$ cat config.mk
export PLATFORM = sky130hd
export DESIGN_NAME = instr_encoder
export DESIGN_NICKNAME = d
export VERILOG_FILES = /design/src/rtl/rv_isa_pkg.sv /design/src/rtl/instr_pack.sv /design/src/rtl/instr_encoder.sv
export SDC_FILE = /design/constraint.sdc
export NUM_CORES = 1
export LEC_CHECK = 0
export ABC_AREA = 1
export CORE_MARGIN = 2
export CORE_UTILIZATION = 40
export CTS_CLUSTER_DIAMETER = 120
export CTS_CLUSTER_SIZE = 40
export DETAILED_ROUTE_END_ITERATION = 6
export MAX_ROUTING_LAYER = met4
export PLACE_DENSITY = 0.83
export SETUP_SLACK_MARGIN = 0.4
export SYNTH_ARGS = -nofsm -noshare
export SYNTH_HDL_FRONTEND = slang
export SYNTH_SLANG_ARGS = --single-unit
$ cat constraint.sdc
create_clock -name clk -period 2.25 [get_ports clk]
set_clock_uncertainty 0.2 [all_clocks]
set_input_delay 0.45 -clock clk [delete_from_list [all_inputs] [get_ports clk]]
set_output_delay 0.45 -clock clk [all_outputs]
set_load 0.01 [all_outputs]
$ cat src/rtl/rv_isa_pkg.sv
// Shared RV32I encoding constants: format codes, opcodes and immediate range
// limits, plus the decoded field bundle consumed by the encoder.
package rv_isa_pkg;

  localparam logic [2:0] FMT_R = 3'd0;
  localparam logic [2:0] FMT_I = 3'd1;
  localparam logic [2:0] FMT_S = 3'd2;
  localparam logic [2:0] FMT_B = 3'd3;
  localparam logic [2:0] FMT_U = 3'd4;
  localparam logic [2:0] FMT_J = 3'd5;

  localparam logic [6:0] OPC_LOAD   = 7'b0000011;
  localparam logic [6:0] OPC_STORE  = 7'b0100011;
  localparam logic [6:0] OPC_BRANCH = 7'b1100011;
  localparam logic [6:0] OPC_OP     = 7'b0110011;
  localparam logic [6:0] OPC_OP_IMM = 7'b0010011;
  localparam logic [6:0] OPC_LUI    = 7'b0110111;
  localparam logic [6:0] OPC_JAL    = 7'b1101111;

  localparam logic signed [31:0] IMM12_MIN = -32'sd2048;
  localparam logic signed [31:0] IMM12_MAX = 32'sd2047;
  localparam logic signed [31:0] IMMB_MIN  = -32'sd4096;
  localparam logic signed [31:0] IMMB_MAX  = 32'sd4094;
  localparam logic signed [31:0] IMMJ_MIN  = -32'sd1048576;
  localparam logic signed [31:0] IMMJ_MAX  = 32'sd1048574;

  typedef struct packed {
    logic [2:0]  fmt;
    logic [6:0]  opcode;
    logic [4:0]  rd;
    logic [4:0]  rs1;
    logic [4:0]  rs2;
    logic [2:0]  funct3;
    logic [6:0]  funct7;
    logic [31:0] imm;
  } fields_t;

  function automatic logic in_range(input logic signed [31:0] v,
                                    input logic signed [31:0] lo,
                                    input logic signed [31:0] hi);
    return (v >= lo) && (v <= hi);
  endfunction

endpackage

$ cat src/rtl/instr_pack.sv
// Combinational RV32I packer: builds the instruction word from decoded fields
// and flags bundles whose immediate cannot be represented in the chosen format.
import rv_isa_pkg::*;

module instr_pack (
  input  fields_t     f,
  output logic [31:0] word,
  output logic        bad
);

  always_comb begin
    word = 32'h0;
    bad  = 1'b0;
    case (f.fmt)
      FMT_R: begin
        word = {f.funct7, f.rs2, f.rs1, f.funct3, f.rd, f.opcode};
      end
      FMT_I: begin
        word = {f.imm[11:0], f.rs1, f.funct3, f.rd, f.opcode};
        bad  = !in_range(f.imm, IMM12_MIN, IMM12_MAX);
      end
      FMT_S: begin
        word = {f.imm[11:5], f.rs2, f.rs1, f.funct3, f.imm[4:0], f.opcode};
        bad  = !in_range(f.imm, IMM12_MIN, IMM12_MAX);
      end
      FMT_B: begin
        word = {f.imm[12], f.imm[10:5], f.rs2, f.rs1, f.funct3,
                f.imm[4:1], f.imm[11], f.opcode};
        bad  = !in_range(f.imm, IMMB_MIN, IMMB_MAX) || f.imm[0];
      end
      FMT_U: begin
        word = {f.imm[31:12], f.rd, f.opcode};
        bad  = |f.imm[11:0];
      end
      FMT_J: begin
        word = {f.imm[20], f.imm[10:1], f.imm[11], f.imm[19:12], f.rd, f.opcode};
        bad  = !in_range(f.imm, IMMJ_MIN, IMMJ_MAX) || f.imm[0];
      end
      default: begin
        bad = 1'b1;
      end
    endcase
  end

endmodule

$ cat src/rtl/instr_encoder.sv
// Streaming encoder: field bundles in, addressed instruction words out, 1-cycle latency.
// Input stalls while a word is held unconsumed; rejected bundles are consumed and pulse err.
import rv_isa_pkg::*;

module instr_encoder #(
  parameter int ADDR_W    = 8,
  parameter int BASE_ADDR = 0
) (
  input  logic              clk,
  input  logic              rst,
  input  logic              start,
  input  logic              in_valid,
  output logic              in_ready,
  input  logic [2:0]        in_fmt,
  input  logic [6:0]        in_opcode,
  input  logic [4:0]        in_rd,
  input  logic [4:0]        in_rs1,
  input  logic [4:0]        in_rs2,
  input  logic [2:0]        in_funct3,
  input  logic [6:0]        in_funct7,
  input  logic [31:0]       in_imm,
  output logic              out_valid,
  input  logic              out_ready,
  output logic [31:0]       out_data,
  output logic [ADDR_W-1:0] out_addr,
  output logic              err,
  output logic [7:0]        err_cnt,
  output logic              full
);

  localparam logic [1:0] ST_IDLE = 2'd0;
  localparam logic [1:0] ST_RUN  = 2'd1;
  localparam logic [1:0] ST_FULL = 2'd2;

  localparam logic [ADDR_W-1:0] BASE = ADDR_W'(BASE_ADDR);
  localparam logic [ADDR_W-1:0] LAST = {ADDR_W{1'b1}};

  logic [1:0]        state;
  logic [ADDR_W-1:0] next_addr;
  fields_t           fields;
  logic [31:0]       word;
  logic              bad;
  logic              accept;

  assign fields = '{fmt: in_fmt, opcode: in_opcode, rd: in_rd, rs1: in_rs1,
                    rs2: in_rs2, funct3: in_funct3, funct7: in_funct7, imm: in_imm};

  instr_pack u_pack (
    .f    (fields),
    .word (word),
    .bad  (bad)
  );

  // start takes the cycle so a bundle presented alongside it is never accepted
  assign in_ready = (state == ST_RUN) && !start && (!out_valid || out_ready);
  assign accept   = in_valid && in_ready;

  always_ff @(posedge clk or posedge rst) begin
    if (rst) begin
      state     <= ST_IDLE;
      next_addr <= BASE;
      out_valid <= 1'b0;
      out_data  <= 32'h0;
      out_addr  <= BASE;
      err       <= 1'b0;
      err_cnt   <= 8'h0;
      full      <= 1'b0;
    end else begin
      err <= 1'b0;
      if (start) begin
        state     <= ST_RUN;
        next_addr <= BASE;
        out_valid <= 1'b0;
        err_cnt   <= 8'h0;
        full      <= 1'b0;
      end else begin
        if (out_valid && out_ready)
          out_valid <= 1'b0;
        if (accept) begin
          if (bad) begin
            err <= 1'b1;
            if (err_cnt != 8'hFF)
              err_cnt <= err_cnt + 8'd1;
          end else begin
            out_valid <= 1'b1;
            out_data  <= word;
            out_addr  <= next_addr;
            next_addr <= next_addr + 1'b1;
            // last address used: stop accepting until the next start
            if (next_addr == LAST) begin
              state <= ST_FULL;
              full  <= 1'b1;
            end
          end
        end
      end
    end
  end

endmodule

### Word-level counts from Yosys, hierarchy flattened

Cells that the tools add are included.

* flip-flop bits (word level): 61
* word-level logic and storage cells: 77
* input port bits: 72

* reductions and logical operators: 26
* bitwise operators: 2
* equality and inequality tests: 9
* muxes and demuxes: 24
* add/sub/neg operators: 2
* $lt $le $gt $ge: 6

Operators with widths (number)
* $pmux W32 S6: 1
* $mux W8: 7
* $ge A32 B12 Y1 const B: 1
* $ge A32 B13 Y1 const B: 1
* $ge A32 B21 Y1 const B: 1
* $le A32 B12 Y1 const B: 1
* $le A32 B13 Y1 const B: 1
* $le A32 B21 Y1 const B: 1
* $add A8 B1 Y8 const B: 2
* $reduce_or A12 Y1: 1
* $mux W1: 11
* $reduce_and A3 Y1: 3
* $eq A8 B8 Y1 const B: 1
* $mux W2: 4
* $ne A8 B8 Y1 const B: 1
* $reduce_bool A2 Y1: 4
* $logic_and A1 B1 Y1: 7
* $eq A3 B2 Y1 const B: 2
* $eq A3 B3 Y1 const B: 2
* $logic_not A1 Y1: 5
* $pmux W1 S5: 1
* $eq A3 B1 Y1 const B: 1
* $logic_not A3 Y1: 1
* $logic_or A1 B1 Y1: 3
* other kinds (5): 6

### Depth between registers and ports, before layout

Gate-level depths: netlist of run 1.

* word-level depth: 8
* gate-level depth with buffers: 15
* gate-level depth less buffers: 14

### Hierarchy

A second synthesis of run 1 with hierarchy kept.

* cells, all modules: 569
* area, all modules: 3784.9 µm²

By module, submodules not included
* instr_encoder: sequential area each 1501.4 µm², area each 2745.1 µm², times used 1, cells each 326
* instr_pack: sequential area each 0.0 µm², area each 1039.7 µm², times used 1, cells each 243

### Least setup slack after synthesis of run 1

Ideal clock, no wire load.

* path type: in2reg
* from: input in_fmt[0]
* to: register out_data[21]
* data required time: 1922 ps
* setup time: 128 ps
* path buffers: 2
* stages on the path: 13
* data arrival time: 1696 ps
* setup slack: 225 ps
* path through: inv_1 > nor2_1 > inv_1 > nor2_2 > inv_1 > nand2_1 > nand2_1 > nand2_1 > nand3_4 > buf_6 > buf_6 > nand2_1 > o21ai_1

* word-level cells in the longest chain between the ends: 5

Ends and longest elaborated chain
* from (decl): RTL line instr_encoder.sv:14 `input logic [2:0] in_fmt,`
* $eq A3 B1 Y1 / $eq A3 B2 Y1 (equally long branches): RTL line instr_pack.sv:14 `case (f.fmt)`
* $reduce_or A2 Y1 (no source line)
* $pmux W1 S5: RTL line instr_pack.sv:14
* $not A1 Y1 (no source line)
* $reduce_and A3 Y1 (no source line)
* to (signal assigned): RTL line instr_encoder.sv:86 `out_data <= word;`
* to (decl): RTL line instr_encoder.sv:24 `output logic [31:0] out_data,`

Parallel ways exist; a longest one is shown, timed or not.
A chain may end at the register's enable or synchronous reset.

### Worst setup path in the final report of run 1

* from: input in_imm[21]
* to: register out_data[24]

* word-level cells in the longest chain between the ends: 7

Ends and longest elaborated chain
* from (decl): RTL line instr_encoder.sv:21 `input logic [31:0] in_imm,`
* $ge A32 B21 Y1 (tied with other cells): RTL line rv_isa_pkg.sv:41 `return (v >= lo) && (v <= hi);`
* $logic_and A1 B1 Y1: RTL line rv_isa_pkg.sv:41
* $logic_not A1 Y1, on equally long branches: RTL line instr_pack.sv:37, instr_pack.sv:29
* $logic_or A1 B1 Y1, on equally long branches: RTL line instr_pack.sv:37, instr_pack.sv:29
* $pmux W1 S5 *: RTL line instr_pack.sv:14
* $not A1 Y1 (no source line) *
* $reduce_and A3 Y1 (no source line) *

Every way passes the cells marked *; elsewhere a longest branch is shown, timed or not.

==> results of run 1 <==
layout make-up:
class	instances	area [um2]	area share (%)
inverter	63	299	4.61
multi-input combinational	355	2050	31.6
sequential	60	1510	23.3
timing repair buffer	219	2290	35.2
clock inverter	5	77.6	1.20
tap	108	135	2.08
clock buffer	10	128	1.97
worst max path at each step:
stage                     startpoint      endpoint  slack (ps)
after floorplan           in_imm[29]  out_data[21]         270
after global placement    in_imm[29]    err_cnt[0]        -470
after detailed placement  in_imm[29]    err_cnt[7]        -560
after CTS                 in_imm[26]  next_addr[6]         240
after global routing      in_imm[21]   out_data[8]         140
final                     in_imm[21]  out_data[24]         150
worst register-to-register path: stages, from the launching register on:
cell and delay (ps):
dfrtp_2 440, ha_1 240, nand2_1 80, inv_1 70, nand4_1 120, inv_1 100
a31oi_4 190, buf_4 170, nand2_8 70, nand3_1 80, nand2_1 60
layout by cell type, fill, tap and decap left out, types with 17 or more instances in the layout:
master           netlist  routed
inv_1                 60      42
nand2_1              173     124
nand2_2                1      37
nand3_1               24      17
nor2_1                53      40
o21ai_1               20      21
clkdlybuf4s50_1        0      34
dfrtp_1               60      53
buf_4                  1      87
dlymetal6s2s_1         0      52
logic make-up (layout without fill, tap and decap cells):
logic type,after synthesis,after routing,synth area share (%)
flip-flops,60,60,42.6
buffers and inverters,76,297,9.42
adder cells (fa/ha/maj),2,2,0.711
AND/OR/NAND/NOR,277,278,33.2
AO/OA/AOI/OAI,64,64,11.3
XOR/XNOR,11,11,2.74
state kept, by name, indices dropped and copies added (netlist names):
register	count
next_addr	8
state	1
out_data	32
out_valid	1
out_addr	8
err_cnt	8
err	1
full	1
power by group through the flow:
stage	clock, uW	combinational (uW)	sequential [uW]
floorplan	0	307	1400
global placement	0	976	1340
detailed placement	0	1000	1350
CTS	1040	1060	1330
global route	1100	1270	1360
finish	1040	1200	1350
metrics by stage:
| stage | cell area, um2 | utilization, % |
|---|---|---|
| after global routing | 6490 | 75.2 |
| after detailed placement | 5330 | 61.7 |
| after CTS | 5840 | 67.7 |
| final | 6490 | 75.2 |
| after global placement | 5330 | 61.7 |
| after floorplan | 3600 | - |
what timing repair did:
action,CTS,global route
pin swaps,23,57
endpoints found under the setup margin,112,112
resized for setup,126,226
cloned,4,7
setup buffers,17,12
per-layer routing:
layer  global-route usage (%)  part of all wire [%]
met2                     43.2                    52
met4                     10.1                   3.6
met3                     5.58                   7.6
met1                     30.9                    37
met5                        -                     0
==> metrics.md, run 1 <==
| Metric | Value |
|---|---|
| Total Routing Usage GR | `26.0%` |
| Fin. Hold Viols | `0` |
| Die X | `97.8 um` |
| Reg2Reg Depth | `10` |
| Fillers | `551` |
| Post-synth top cells | `nand2_1 (173), dfrtp_1 (60), inv_1 (60)` |
| Drt wl/cell | `17.1 um` |
| Leakage power | `0.00389 uW` |
| Syn_area_per_cell | `7.19 um2` |
| #FFs+latches synth | `60` |
| Ys Warns | `0` |
| Post-Synthesis Cell Area | `3520 um2` |
| Setup slack, reg-to-reg | `340 ps` |
| Non-filler instance count after layout | `820` |
| WHS | `260 ps` |
| RSZ-0062 raised after global routing | `yes` |
| Post-synth top area cell | `dfrtp_1` |
| Clock power share | `29.0%` |
| Most used cell, CP | `nand2_1` |
| WP data arrival | `approximately 2100 ps` |
| Clock slew at reported path FFs | `70 ps` |
| FMAX | `477 MHz` |
| Core box area | `8640 um2` |
| Synth unique cells | `31` |
| Slew headroom | `71.7%` |
| Max Slew Vio Count | `0` |
| Post-synth EDFFs | `0` |
| PwrDens | `553 nW/um2` |
| Largest net degree at the start of global routing | `61` |
| NumNets Final | `782` |
| Top-area cell type share of the netlist area | `42.6%` |
| Initial antenna violation count | `0` |
| Worst-path fanout max | `10` |
| Worst Path Buf+Inv | `3` |
| Clk Latency, worst-skew pair | `340 ps` |
| Clock period minus worst slack | `2100 ps` |
| IO Count | `approximately 120` |
| Vias per cell | `about 5.4` |
| Grt total ovfl | `0` |
| DP HPWL | `8670 um` |
| Reg power frac | `37.5%` |
| Initial Utilization | `40.8%` |
| Max cap viols | `0` |
| Sw frac | `30.9%` |
| Remaining DRCs | `0` |
| Hold_sp | `in_imm[5]` |
| Routed wire length | `14000 um` |
| Syn nets | `564` |
| Worst vdd ir | `290 uV` |
| CTS tree | `built` |
| Port bufs | `123` |
| Cell count after synthesis | `490` |
| Switching pwr | `~1100 uW` |
| Setup ws final | `~150 ps` |
| Vias | `between 4000 and 5000` |
| Num Clock Sinks | `60` |
| Total power | `between 3000 and 4000 uW` |
| Number of endpoints failing setup at the final stage | `0` |
| Die height | `97.8 um` |
| CP top delay family | `simple AND/OR/NAND/NOR gates` |
| Worst path slowest cell | `bufbuf_16` |
| Remaining antenna violation count after routing | `0` |
| Area contributors post-synth | `dfrtp_1 (43%), nand2_1 (18%), inv_1 (6.4%)` |
| CP Class | `in -> reg` |
| Seq/Total Area, Yosys | `42.6%` |
| CTS Buf Count | `9` |
| Ys flop type | `dfrtp_1` |
| DRT Pass-1 Iters | `5` |
| Comb power frac | `33.4%` |
| H-tree lvl count | `3` |
| Worst path max stage delay | `300 ps` |
| Pint | `2480 uW` |
| Area grow syn2layout | `84.4%` |
| Hold Crit Depth | `3` |
| CP Launch Type | `input pin` |
| CTS max path bufs | `2` |
| DIE AREA | `9570 um2` |
| Share of cells above drive strength 1 | `36.8%` |
| Clock root cell | `clkbuf_8` |
| Worst-margin pin slew | `425 ps` |
| Worst r2r src | `err_cnt[0]` |
| Initial DRC count | `roughly 240` |
| Part of the cycle the worst path needs | `about 93%` |
| Setup TNS | `0 ps` |
| Antenna cells | `0` |
| FF-to-FF End | `err_cnt[2]` |
| Worst setup EP type | `register` |
| CP Cell Sequence | `buf_2, inv_2, nand2_2, nor2_2, nand2_1, nor2_1, nand2_1, nand3_2, nand2_2, a21oi_4, nand3_4, bufbuf_16, nand2_1, o21ai_1` |
| CTS Hold Bufs | `0` |
| Pre-CTS setup slack | `-558 ps` |
| Count leader, synth | `nand2_1` |
| Routability congestion estimate | `1.03` |
| FP Rows | `34` |
| First-pass GRT wire length | `19600 um` |
| Hold Path End | `out_data[25]` |
| Worst Hold Class | `in -> reg` |
| Outcome | `finished clean` |
| Fraction of registers with async set/reset | `100%` |
| Dpl cells | `765` |
| Crit path required time | `2270 ps` |
| Vias in the first global route | `approximately 4300` |
| WP depth | `14` |
No activity file was read; power rests on OpenSTA's default activity.
==> run 2: changes to the inputs <==
CORE_UTILIZATION = 46   (was 40)
PLACE_DENSITY = 0.93   (was 0.83)
==> metrics.md, run 2 (synthesis results as in run 1) <==
| Metric | Value |
|---|---|
| Routability congestion estimate | `0.923` |
| RSZ-0062 raised after global routing | `yes` |
| Fillers | `171` |
| Worst Hold Class | `in -> reg` |
| Top reg by flops | `out_data` |
| DP Area | `5340 um2` |
| Hold Path End | `out_data[27]` |
| Number of endpoints failing setup at the final stage | `59` |
| Failing checks | `design-rule violations, negative setup slack` |
| Comb power frac | `37.7%` |
| Crit path required time | `2350 ps` |
| Hold_sp | `in_imm[7]` |
| Switching pwr | `1520 uW` |
| Hold Crit Depth | `3` |
| Die X | `91.5 um` |
| FF-to-FF End | `err_cnt[4]` |
| Worst-margin pin slew | `~700 ps` |
| CTS Buf Count | `9` |
| Initial Utilization | `48.0%` |
| First-pass GRT wire length | `28800 um` |
| Drt wl/cell | `29.0 um` |
| Clock root cell | `clkbuf_8` |
| Grt total ovfl | `0` |
| Core box area | `7330 um2` |
| Reg power frac | `35.7%` |
| Commonest non-fill, non-tap cell in the layout | `buf_4` |
| Remaining antenna violation count after routing | `0` |
| FP Rows | `31` |
| Vias per cell | `6.95` |
| DRT Pass-1 Iters | `7` |
| Clock slew at reported path FFs | `80 ps` |
| Slew headroom | `53.5%` |
| Final instance area | `7000 um2` |
| Worst vdd ir | `502 uV` |
| Worst setup EP type | `register` |
| Sw frac | `38.5%` |
| Total power | `3960 uW` |
| Total Routing Usage GR | `46.4%` |
| Fin. Hold Viols | `0` |
| DIE AREA | `8370 um2` |
| Reg2Reg Depth | `10` |
| Worst r2r src | `err_cnt[0]` |
| Largest net degree at the start of global routing | `61` |
| CTS tree | `built` |
| Setup ws final | `-502 ps` |
| Remaining DRCs | `19` |
| Max reg flops | `32` |
| Leakage power | `~0.0036 uW` |
| Pint | `2430 uW` |
| Clk Latency, worst-skew pair | `380 ps` |
| Die height | `91.5 um` |
| DP HPWL | `between 8000 and 9000 um` |
| Antenna cells | `0` |
| Port bufs | `around 120` |
| Clock power share | `26.7%` |
| H-tree lvl count | `3` |
| CP Launch Type | `input pin` |
| FMAX | `363 MHz` |
| Setup slack, reg-to-reg | `-250 ps` |
| IO Count | `124` |
| Num Clock Sinks | `60` |
| Final core utilization | `95.5%` |
| WHS | `268 ps` |
| Most frequent cells in the layout | `buf_4 (109), nand2_1 (107), dfrtp_1 (56), dlygate4sd2_1 (53), nor2_1 (41)` |
| Vias | `roughly 6000` |
| Pre-CTS setup slack | `-534 ps` |
| Max cap viols | `0` |
| Part of the cycle the worst path needs | `122%` |
| Max Slew Vio Count | `0` |
| Initial antenna violation count | `0` |
| PwrDens | `between 500 and 600 nW/um2` |
| NumNets Final | `between 800 and 900` |
| CP Class | `in -> reg` |
| Routed wire length | `roughly 25000 um` |
| Outcome | `finished, violations left` |
| Vias in the first global route | `5350` |
| Worst-path fanout max | `6` |
| WP data arrival | `2850 ps` |
| Share of cells above drive strength 1 | `47.2%` |
| Clock period minus worst slack | `2750 ps` |
| Area grow syn2layout | `98.8%` |
| CTS max path bufs | `2` |
| Initial DRC count | `943` |
run 2: changes by cell type in the layout (fill, tap and decap cells not counted), moves of 11 or more:
| cell | delta |
|---|---|
| dlygate4sd2_1 | +51 |
| dlymetal6s2s_1 | -52 |
| nand2_4 | +16 |
| buf_6 | +11 |
| o21ai_2 | +19 |
| nand2_1 | -17 |
| buf_4 | +22 |
| buf_2 | +13 |
| o21ai_1 | -20 |
run 2: worst max-delay path by stage:
stage	start	endpoint	slack, ps
6_report	in_imm[2]	next_addr[6]	-500
5_1_grt	in_imm[2]	next_addr[6]	-570
4_1_cts	in_imm[27]	out_data[27]	210
3_5_place_dp	in_imm[29]	err_cnt[5]	-530
3_3_place_gp	in_imm[29]	err_cnt[5]	-460
2_1_floorplan	in_imm[29]	out_data[21]	270
run 2: metrics by stage:
step | instances | TNS, ps
3_5_place_dp | 757 | -26010
5_1_grt | 860 | -15830
4_1_cts | 846 | 0
6_report | 860 | -17000
2_1_floorplan | 490 | 0
3_3_place_gp | 757 | -24200
run 2: final cells by class:
class / instances / area, um2 / area share [%]
clock inverters: 5 / 52.6 / 0.751
flip-flops and latches: 60 / 1510 / 21.5
well taps: 99 / 124 / 1.77
repair buffers: 267 / 2610 / 37.2
multi-input cells: 355 / 2280 / 32.5
clock buffers: 11 / 131 / 1.88
inverters: 63 / 304 / 4.34
run 2: routing by layer:
layer | part of all wire [%] | global-route usage, %
met1 | 29 | 50.5
met2 | 41 | 73.7
met3 | 17 | 11.3
met4 | 13 | 33.6
met5 | 0 | -
run 2: repair_timing:
item | CTS | global route
setup buffers | 61 | 13
cloned | 12 | 1
resized for setup | 322 | 118
pin swaps | 40 | 27
endpoints found under the setup margin | 112 | 61
hold buffers | 0 | 0
run 2: power groups by stage:
stage / Clock, uW / Combinational (uW) / Sequential, uW
6_report: 1060 / 1490 / 1410
5_1_grt: 1070 / 1520 / 1410
4_1_cts: 943 / 1150 / 1320
3_5_place_dp: 0 / 1000 / 1340
3_3_place_gp: 0 / 982 / 1330
2_1_floorplan: 0 / 307 / 1400
run 2: critical path: stages:
cell	delay, ps
buf_4	130
inv_2	80
nand4_1	260
nor2_1	230
nand2_1	210
a21boi_2	230
nand2_2	90
a21oi_4	200
nand3_4	130
buf_12	170
clkinv_8	50
buf_12	110
buf_16	110
nand2_1	200
nand2_2	170
